## src/rtl/ftdi_tx_arbiter.sv

```systemverilog
// Packet-level round-robin arbiter sharing one USB TX stream between NUM_REQ sources.
// A grant is held from the first beat to tlast; a watchdog releases owners that stop sending.
module ftdi_tx_arbiter #(
  parameter int CHIP_EW      = 0,
  parameter int NUM_REQ      = 2,
  parameter int IDLE_TIMEOUT = 1024
) (
  input  logic                              clk,
  input  logic                              rstn,
  input  logic [NUM_REQ-1:0]                s_tvalid,
  output logic [NUM_REQ-1:0]                s_tready,
  input  logic [NUM_REQ*(8<<CHIP_EW)-1:0]   s_tdata,
  input  logic [NUM_REQ*(1<<CHIP_EW)-1:0]   s_tkeep,
  input  logic [NUM_REQ-1:0]                s_tlast,
  output logic                              m_tvalid,
  input  logic                              m_tready,
  output logic [(8<<CHIP_EW)-1:0]           m_tdata,
  output logic [(1<<CHIP_EW)-1:0]           m_tkeep,
  output logic [2:0]                        grant_id,
  output logic                              busy,
  output logic [NUM_REQ-1:0]                timeout_err,
  input  logic                              err_clear,
  output logic [15:0]                       pkt_cnt
);

  localparam int W   = 8 << CHIP_EW;
  localparam int K   = 1 << CHIP_EW;
  localparam int WDW = (IDLE_TIMEOUT > 1) ? $clog2(IDLE_TIMEOUT) : 1;
  localparam logic [WDW-1:0] WDOG_LAST = WDW'(IDLE_TIMEOUT - 1);

  typedef enum logic [1:0] {
    S_IDLE  = 2'b00,
    S_GRANT = 2'b01
  } state_t;

  state_t             r_state;
  state_t             w_state_nxt;
  logic [2:0]         r_rr_ptr;
  logic [2:0]         r_grant_id;
  logic               r_busy;
  logic [WDW-1:0]     r_wdog;
  logic [NUM_REQ-1:0] r_timeout_err;
  logic [15:0]        r_pkt_cnt;

  logic               w_in_grant;
  logic [NUM_REQ-1:0] w_gnt_oh;
  logic [NUM_REQ-1:0] w_rot;
  logic               w_sel_valid;
  logic               w_sel_last;
  logic [W-1:0]       w_sel_data;
  logic [K-1:0]       w_sel_keep;
  logic               w_arb_found;
  logic [2:0]         w_arb_id;
  logic [3:0]         w_sum;
  logic               w_beat;
  logic               w_done;
  logic               w_fire;
  logic [2:0]         w_g_next;

  assign w_in_grant = (r_state == S_GRANT);
  assign w_gnt_oh   = NUM_REQ'(1'b1) << r_grant_id;
  // Requests rotated so that bit 0 is the requester at rr_ptr.
  assign w_rot      = NUM_REQ'({s_tvalid, s_tvalid} >> r_rr_ptr);
  assign w_g_next   = (r_grant_id == 3'(NUM_REQ - 1)) ? 3'd0 : (r_grant_id + 3'd1);

  // AND-OR mux of the owner's stream signals.
  always_comb begin
    w_sel_valid = 1'b0;
    w_sel_last  = 1'b0;
    w_sel_data  = '0;
    w_sel_keep  = '0;
    for (int i = 0; i < NUM_REQ; i++) begin
      w_sel_valid = w_sel_valid | (s_tvalid[i] & w_gnt_oh[i]);
      w_sel_last  = w_sel_last  | (s_tlast[i]  & w_gnt_oh[i]);
      w_sel_data  = w_sel_data  | (s_tdata[i*W +: W] & {W{w_gnt_oh[i]}});
      w_sel_keep  = w_sel_keep  | (s_tkeep[i*K +: K] & {K{w_gnt_oh[i]}});
    end
  end

  // Round-robin search: descending scan so the lowest rotated offset wins.
  always_comb begin
    w_arb_found = 1'b0;
    w_arb_id    = 3'd0;
    w_sum       = 4'd0;
    for (int k = NUM_REQ - 1; k >= 0; k--) begin
      w_sum = {1'b0, r_rr_ptr} + 4'(k);
      w_sum = (w_sum >= 4'(NUM_REQ)) ? (w_sum - 4'(NUM_REQ)) : w_sum;
      if (w_rot[k]) begin
        w_arb_found = 1'b1;
        w_arb_id    = w_sum[2:0];
      end else begin
        w_arb_found = w_arb_found;
        w_arb_id    = w_arb_id;
      end
    end
  end

  assign m_tvalid = w_in_grant & w_sel_valid;
  assign m_tdata  = w_in_grant ? w_sel_data : '0;
  assign m_tkeep  = w_in_grant ? w_sel_keep : '0;
  assign s_tready = w_in_grant ? (w_gnt_oh & {NUM_REQ{m_tready}}) : '0;

  assign w_beat = m_tvalid & m_tready;
  assign w_done = w_beat & w_sel_last;
  // Firing requires the owner idle, so a tlast beat on the same cycle always completes normally.
  assign w_fire = (IDLE_TIMEOUT != 0) && w_in_grant && !w_sel_valid && (r_wdog == WDOG_LAST);

  // Next-state logic.
  always_comb begin
    w_state_nxt = S_IDLE;
    case (r_state)
      S_IDLE: begin
        if (w_arb_found) begin
          w_state_nxt = S_GRANT;
        end else begin
          w_state_nxt = S_IDLE;
        end
      end
      S_GRANT: begin
        if (w_done || w_fire) begin
          w_state_nxt = S_IDLE;
        end else begin
          w_state_nxt = S_GRANT;
        end
      end
      default: w_state_nxt = S_IDLE;
    endcase
  end

  // State register.
  always_ff @(posedge clk or negedge rstn) begin
    if (!rstn) begin
      r_state <= S_IDLE;
      r_busy  <= 1'b0;
    end else begin
      r_state <= w_state_nxt;
      r_busy  <= (w_state_nxt == S_GRANT);
    end
  end

  // Grant owner, round-robin pointer, packet counter and sticky timeout flags.
  always_ff @(posedge clk or negedge rstn) begin
    if (!rstn) begin
      r_grant_id    <= 3'd0;
      r_rr_ptr      <= 3'd0;
      r_pkt_cnt     <= 16'd0;
      r_timeout_err <= '0;
    end else begin
      if ((r_state == S_IDLE) && w_arb_found) begin
        r_grant_id <= w_arb_id;
      end
      if (w_done || w_fire) begin
        r_rr_ptr <= w_g_next;
      end
      if (w_done) begin
        r_pkt_cnt <= r_pkt_cnt + 16'd1;
      end
      r_timeout_err <= (err_clear ? '0 : r_timeout_err) | (w_fire ? w_gnt_oh : '0);
    end
  end

  // Watchdog counts only owner-idle cycles; USB backpressure with valid high is not a fault.
  always_ff @(posedge clk or negedge rstn) begin
    if (!rstn) begin
      r_wdog <= '0;
    end else if ((IDLE_TIMEOUT == 0) || !w_in_grant || w_sel_valid || w_fire) begin
      r_wdog <= '0;
    end else begin
      r_wdog <= r_wdog + WDW'(1);
    end
  end

  assign grant_id    = r_grant_id;
  assign busy        = r_busy;
  assign timeout_err = r_timeout_err;
  assign pkt_cnt     = r_pkt_cnt;

endmodule
```

## config.mk

```make
export PLATFORM = sky130hd
export DESIGN_NAME = ftdi_tx_arbiter
export DESIGN_NICKNAME = d
export VERILOG_FILES = /design/src/rtl/ftdi_tx_arbiter.sv
export SDC_FILE = /design/constraint.sdc
export NUM_CORES = 1
export LEC_CHECK = 0
export ABC_AREA = 0
export CAP_MARGIN = 20
export CORE_MARGIN = 3
export CORE_UTILIZATION = 47
export CTS_CLUSTER_DIAMETER = 100
export DETAILED_ROUTE_END_ITERATION = 6
export PLACE_DENSITY = 0.82
export SLEW_MARGIN = 20
export SYNTH_ARGS = -nofsm -noshare
export SYNTH_HDL_FRONTEND = slang
export SYNTH_SLANG_ARGS = --single-unit
```

## constraint.sdc

```tcl
create_clock -name clk -period 2.15 [get_ports clk]
set_input_delay 0.645 -clock clk [delete_from_list [all_inputs] [get_ports clk]]
set_output_delay 0.645 -clock clk [all_outputs]
set_load 0.02 [all_outputs]
```

# After elaboration in Yosys (flattened, before gate mapping)
# Index checks and enable logic that the tools add are counted.
[totals]
regBits = 37
latchBits = 0
ramBits = 0
romBits = 0
output_inout_bits = 34
n_memories = 0
[classes]
addsub = 6
mul = 0
n_div = 0
n_lt_le_gt_ge = 2
eq_ne = 4
n_shift = 2
muxes = 16
bitwise = 17
reduce_logical = 9
[op_table]
columns = ["operator", "count"]
rows = [
  ["$add 16x1->16 const B", 1],
  ["$and 8x8->8", 2],
  ["$mux 3", 5],
  ["$add 10x1->10 const B", 1],
  ["$eq 10x10->1 const B", 1],
  ["$mux 10", 1],
  ["$and 1x1->1", 9],
  ["$mux 8", 1],
  ["$or 8x8->8", 1],
  ["$mux 2", 3],
  ["$sub 3x2->3 const B", 2],
  ["$mux 1", 5],
  ["$add 3x1->4 const B", 1],
  ["$eq 2x1->1 const B", 2],
  ["$ge 4x2->1 const B", 1],
  ["$pmux 2 s2", 1],
  ["$shr 4x3->2", 1],
  ["$add 3x1->3 const B", 1],
  ["$eq 3x1->1 const B", 1],
  ["$ge 3x2->1 const B", 1],
  ["$logic_and 1x1->1", 3],
  ["$logic_or 1x1->1", 3],
  ["$or 1x1->1", 3],
  ["$shl 1x3->2 const A", 1],
  ["other kinds (4)", 5],
]

# Longest topological paths before layout
# Gate-level depths: netlist of the first run.
[depth]
ltp_word = 10
mapped_depth = 6
ltp_nobuf = 6

# Least setup slack after synthesis of the first run
# Ideal clock, no wire load.
[synth_timing]
path_type = "reg-to-output"
from = "register, netlist name busy"
to = "output m_tdata[0]"
arrival_ns = 1.455
required_ns = 1.505
path_slack_ns = 0.050
stages_incl_launch_ff = 5
n_path_buf = 1
cell_sequence = "dfrtp_1 > inv_1 > or3_1 > clkbuf_1 > nor2_1"
[synth_rtl]
columns = ["element", "line_no", "text"]
rows = [
  ["end: declaration", "17", "output logic [(8<<CHIP_EW)-1:0] m_tdata,"],
]

# Worst setup path in the final report of the first run
[layout_timing]
from = "input s_tdata[7]"
to = "output m_tdata[7]"
[layout_between]
elab_chain_len = 3
[layout_rtl]
columns = ["element", "line_no", "text"]
rows = [
  ["start: declaration", "12", "input logic [NUM_REQ*(8<<CHIP_EW)-1:0] s_tdata,"],
  ["$and 8x8->8", "75", "w_sel_data = w_sel_data | (s_tdata[i*W +: W] & {W{w_gnt_oh[i]}});"],
  ["$or 8x8->8", "75", ""],
  ["$mux 8", "99", "assign m_tdata = w_in_grant ? w_sel_data : '0;"],
]
# No other way between the ends.

==> results of run 1 <==
[power groups by stage]
stage                     combinational [mW]  clock (mW)  sequential (mW)
after floorplan                        0.889           0            0.999
after global placement                  1.67           0            0.916
after detailed placement                1.70           0            0.921
after CTS                               1.63       0.490            0.912
after global routing                    1.75       0.528            0.942
final                                   1.62       0.481            0.917
[Yosys cell counts (all sizes together)]
| cell | number |
|---|---|
| dfrtp | 35 |
| nor2 | 29 |
| xnor2 | 21 |
| nand2 | 16 |
| mux2i | 12 |
| nand4 | 11 |
| inv | 9 |
| nand3 | 9 |
| xor2 | 6 |
| nor3 | 5 |
| o21ai | 5 |
| ha | 4 |
| and3 | 3 |
| clkbuf | 3 |
| a2111oi | 2 |
| a21oi | 2 |
| and4 | 2 |
| buf | 2 |
| mux2 | 2 |
| o22ai | 2 |
| o31ai | 2 |
| a21boi | 1 |
| a21o | 1 |
| nand2b | 1 |
| nand3b | 1 |
| nand4bb | 1 |
| nor2b | 1 |
| nor4 | 1 |
| o21bai | 1 |
| or3 | 1 |
| or4 | 1 |
[timing repair]
item | in CTS | in global routing
setup endpoints to repair | 12 | 4
pin swaps | 0 | 0
gates resized for setup | 57 | 4
[final cells by class]
cell class | instances | area [sq um] | share of cell area
Clock buffer | 6 | 82.58 | 0.03000
Tap cell | 48 | 60.06 | 0.02182
Timing Repair Buffer | 76 | 666.9 | 0.2423
Sequential cell | 35 | 878.3 | 0.3191
Multi-Input combinational cell | 143 | 1026 | 0.3727
Inverter | 9 | 33.78 | 0.01227
Clock inverter | 1 | 5.005 | 0.001818
[layer usage]
metal | GRT usage | routed length (um) | up-vias | part of all wire
met3 | 0.03597 | 137 | 4 | 0.028
li1 | - | - | 818 | -
met4 | 0.05745 | 40 | 0 | 0.0083
met1 | 0.2627 | 2098 | 801 | 0.44
met5 | 0 | 0 | - | 0
met2 | 0.3534 | 2534 | 26 | 0.53
[metrics by stage]
stage / std cells / utilization / instance area, sq um
after floorplan: 192 / - / 1951
after global placement: 311 / 0.7060 / 2701
after detailed placement: 311 / 0.7060 / 2701
after CTS: 318 / 0.7175 / 2745
after global routing: 318 / 0.7194 / 2753
final: 318 / 0.7194 / 2753
[registers in the layout (all words and copies together) (netlist names)]
| register | cells |
|---|---|
| pkt_cnt | 16 |
| r_wdog | 10 |
| grant_id | 3 |
| r_rr_ptr | 3 |
| timeout_err | 2 |
| busy | 1 |
[final timing paths]
check                                    to  slack (ns)        start
worst max register to register   pkt_cnt[1]        0.31  grant_id[1]
min in group asynchronous         r_wdog[3]        0.77         rstn
worst max-delay path             m_tdata[7]        0.08   s_tdata[7]
worst min register to register  pkt_cnt[13]        0.49  pkt_cnt[13]
worst min-delay path            pkt_cnt[13]        0.49  pkt_cnt[13]
max in group asynchronous        pkt_cnt[1]        1.04         rstn
[logic make-up (layout without fill, tap and decap cells)]
group,Yosys count,in the layout
flops,35,35
simple gates,82,82
xor+xnor,27,27
buf+inv,14,92
fa+ha+maj,4,4
mux,14,14
compound gates,16,16
==> impl_metrics.ini, run 1 <==
[placed_design]
gp_congestion = 0.8594
io_buffers = 59
post-place-ws_ns = -0.5364
post-dp-hpwl_mm = 3.524

[timing]
maxSlewHeadroom = 0.7192
setup_viol = 0
post-route-min-period_ns = 2.068
fmax_mhz = 483.6
maxSlewViolCount = 0
finalClockSkew_ns = 0.008409
finalSetupTns_ns = 0
hold_viol_final = 0
setup_ws_ns = 0.08227
worst_slew_pin_slew_ns = 0.4106
fin_hold_ws_ns = 0.4928
rsz0062_at_grt = no
finalCritPeriodShare = 0.9617

[power_and_ir_drop]
power_switching_mw = 1.250
swShare = 0.4140
clockPowerShare = 0.159
p_int_mw = 1.770
leakage_nw = 1.213
pwr-share-comb = 0.537
ir_worst_vdd_uv = 727.0
power_density_mw_per_mm2 = 1097
finalPower_mw = 3.020
pwr-share-seq = 0.304

[setup_path]
cp_slowest_stage_delay_ns = 0.47
critical_path_arrival_ns = 1.42
critPathTopFamily = buffers and inverters
crit_required_ns = 1.50
startpoint_type = primary input
r2r_cells = 6
critPathCaptureType = output port
cp.buffers_inverters = 2
cp_max_fo = 1
critPathKind = primary input to output port
worstPathCellList = clkdlybuf4s50_1, mux2i_1, nor2_1, buf_4
crit_path_top_delay_cell = clkdlybuf4s50_1
cp.depth = 4

[drt]
drt_first_iter_violations = 108
routed_wl_mm = 4.810
drc = 0
first_pass_iters = 5
wl_per_cell_um = 15.13
dr_total_vias = 1649
ant_nets = 0
viasPerCell = 5.186

[global_routing]
grt_pass1_wl_mm = 8.024
antenna_found_initial = 0
gr-usage-all-layers = 0.2053
gr-total-overflow = 0
grt_start_max_net_pins = 36
grt_pass1_vias = 1703

[hold_path]
hold_path_depth = 1
hold_path_class = flip-flop to flip-flop

[synth]
synthAdderAreaFrac = 0.02566
ys_seq_area_frac = 0.4490
synth_top_family_by_area = simple AND/OR/NAND/NOR gates
synth_largest_area_cell = dfrtp_1
ys_warn_count = 0
synth_compound_area_frac = 0.07120
netlist.area_leader.share = 0.4490
syn_nets = 222
avgSynthCellArea_sq_um = 10.16
yosys.area_share.xor_xnor = 0.1212
yosys-top-cells-area = dfrtp_1 (45%), xnor2_1 (9.4%), mux2i_1 (5.6%)
synth_cell_types = 37
muxShareOfSynthArea = 0.08146
synth-seq-cells = 35
synth-simple-area-share = 0.2200
synth_area_sq_mm = 0.001951
synth_cells = 192

[floorplan]
die_h_um = 70.42
coreArea_sq_mm = 0.003826
die_area_sq_mm = 0.004959
initial_core_util = 0.5098
die_w_um = 70.42
rows = 22
io_pins = 60

[final_layout]
nFillCells = 295
antenna_cells = 0
layout_commonest_cell = clkdlybuf4s50_1
final_cell_mix = clkdlybuf4s50_1 (43), dfrtp_1 (33), nor2_1 (28)
drive_above_1_share = 0.1815
area_delta_synth_final_pct = 41.12
final_nets = 300

[clocking]
cts_inserted_buffers = 5
post_cts_buffers = 0
numClockSinks = 35
htreeDepth = 2
cts_tree = built
cts.clk_slew.worst_paths_ns = 0.06
clk_latency_ns = 0.28
holdBufCountCts = 0
root_buffer = clkbuf_8
clock_tree.buffer_depth = 2

[status]
outcome = completed

[flow_run]
cap_violations = 0
Note: power is estimated with default switching activity, not from simulation.
==> run 2, diff against run 1 <==
MAX_ROUTING_LAYER = met4   (was default)
==> run 2 against run 1 <==
Fmax is essentially flat. Combinational power is essentially flat. Cell count is the same. Core utilization is the same. Power is essentially flat. Critical endpoint unchanged. Highest routed layer unchanged.
==> impl_metrics.ini, run 2 (synthesis gave the netlist of run 1 again) <==
[status]
outcome = completed

[timing]
post-route-min-period_ns = 2.069
maxSlewViolCount = 0
setup_viol = 0
hold_viol_final = 0
worst_slew_pin_slew_ns = 0.4383
finalSetupTns_ns = 0
finalCritPeriodShare = 0.9621
rsz0062_at_grt = no
maxSlewHeadroom = 0.7047
fin_hold_ws_ns = 0.4926
finalClockSkew_ns = 0.009126
fmax_mhz = 483.4
setup_ws_ns = 0.08139

[power_and_ir_drop]
finalPower_mw = 3.018
power_density_mw_per_mm2 = 1096
ir_worst_vdd_uv = 729.2
leakage_nw = 1.213

[placed_design]
post-dp-hpwl_mm = 3.524
gp_congestion = 0.8732
io_buffers = 59
post-place-ws_ns = -0.5364

[clocking]
clock_tree.buffer_depth = 2
holdBufCountCts = 0
cts.clk_slew.worst_paths_ns = 0.06
root_buffer = clkbuf_8
htreeDepth = 2
numClockSinks = 35
cts_inserted_buffers = 5
cts_tree = built
clk_latency_ns = 0.28

[setup_path]
critPathCaptureType = output port
critical_path_arrival_ns = 1.42
ff2ff_setup_slack_ns = 0.31
cp_max_fo = 1
critPathKind = primary input to output port
startpoint_type = primary input
crit_required_ns = 1.50

[global_routing]
grt_start_max_net_pins = 36
gr-total-overflow = 0
grt_pass1_vias = 1698
gr-usage-all-layers = 0.2113
antenna_found_initial = 0
grt_pass1_wl_mm = 8.045

[drt]
viasPerCell = 5.195
drt_first_iter_violations = 112
wl_per_cell_um = 15.04
dr_total_vias = 1652
first_pass_iters = 5
routed_wl_mm = 4.782
drc = 0
ant_nets = 0

[floorplan]
die_w_um = 70.42
initial_core_util = 0.5098
die_h_um = 70.42
rows = 22
io_pins = 60
coreArea_sq_mm = 0.003826
die_area_sq_mm = 0.004959

[final_layout]
nFillCells = 295
final_nets = 300
antenna_cells = 0
area_delta_synth_final_pct = 41.12
largest_reg_flops = 16
final_cell_mix = clkdlybuf4s50_1 (43), dfrtp_1 (33), nor2_1 (28)
layout_commonest_cell = clkdlybuf4s50_1
drive_above_1_share = 0.1815

[flow_run]
cap_violations = 0

[hold_path]
hold_path_class = flip-flop to flip-flop
[run 2: cell counts in the layout (fill, tap and decap cells not counted)]
No cell type changed its count.
[run 2: worst max-delay path, stage by stage]
cell and delay (ns):
clkdlybuf4s50_1 0.47, mux2i_1 0.06, nor2_1 0.10, buf_4 0.15
[run 2: cell type report]
cell class | instances | area (sq um) | share of cell area
multi-input combinational | 143 | 1026 | 0.3727
timing repair buffer | 76 | 666.9 | 0.2423
tap | 48 | 60.06 | 0.02182
clock inverter | 1 | 5.005 | 0.001818
inverter | 9 | 33.78 | 0.01227
sequential | 35 | 878.3 | 0.3191
clock buffer | 6 | 82.58 | 0.03000
[run 2: metal layers]
metal  part of all wire  track usage  up-vias
met4             0.0061      0.05745        0
met3              0.027      0.03597        2
met1               0.43       0.2627      802
met2               0.53       0.3545       27
li1                   -            -      821
met5                  0            -        -
[run 2: worst paths after layout]
path,from,end,depth (start not counted)
setup reg to reg,grant_id[1],pkt_cnt[1],6
max in group asynchronous,rstn,pkt_cnt[0],2
hold / removal,pkt_cnt[13],pkt_cnt[13],1
hold reg to reg,pkt_cnt[13],pkt_cnt[13],1
min in group asynchronous,rstn,r_wdog[3],2
setup / recovery,s_tdata[7],m_tdata[7],4
[run 2: power by group]
group          switching (mW)  internal, mW  leakage [nW]
Combinational           0.874         0.747         0.698
Clock                   0.228         0.251        0.0470
Sequential              0.146         0.771         0.468
Total                    1.25          1.77          1.21
[run 2: metrics by stage]
| step | util | std cells | instance area (sq um) |
|---|---|---|---|
| after floorplan | - | 192 | 1951 |
| after global placement | 0.7060 | 311 | 2701 |
| after detailed placement | 0.7060 | 311 | 2701 |
| after CTS | 0.7175 | 318 | 2745 |
| after global routing | 0.7194 | 318 | 2753 |
| final | 0.7194 | 318 | 2753 |
[run 2: what timing repair did]
item | 4_1_cts | 5_1_grt
gates resized for setup | 57 | 4
setup endpoints to repair | 12 | 4
setup buffers | 0 | 0
pin swaps | 0 | 0
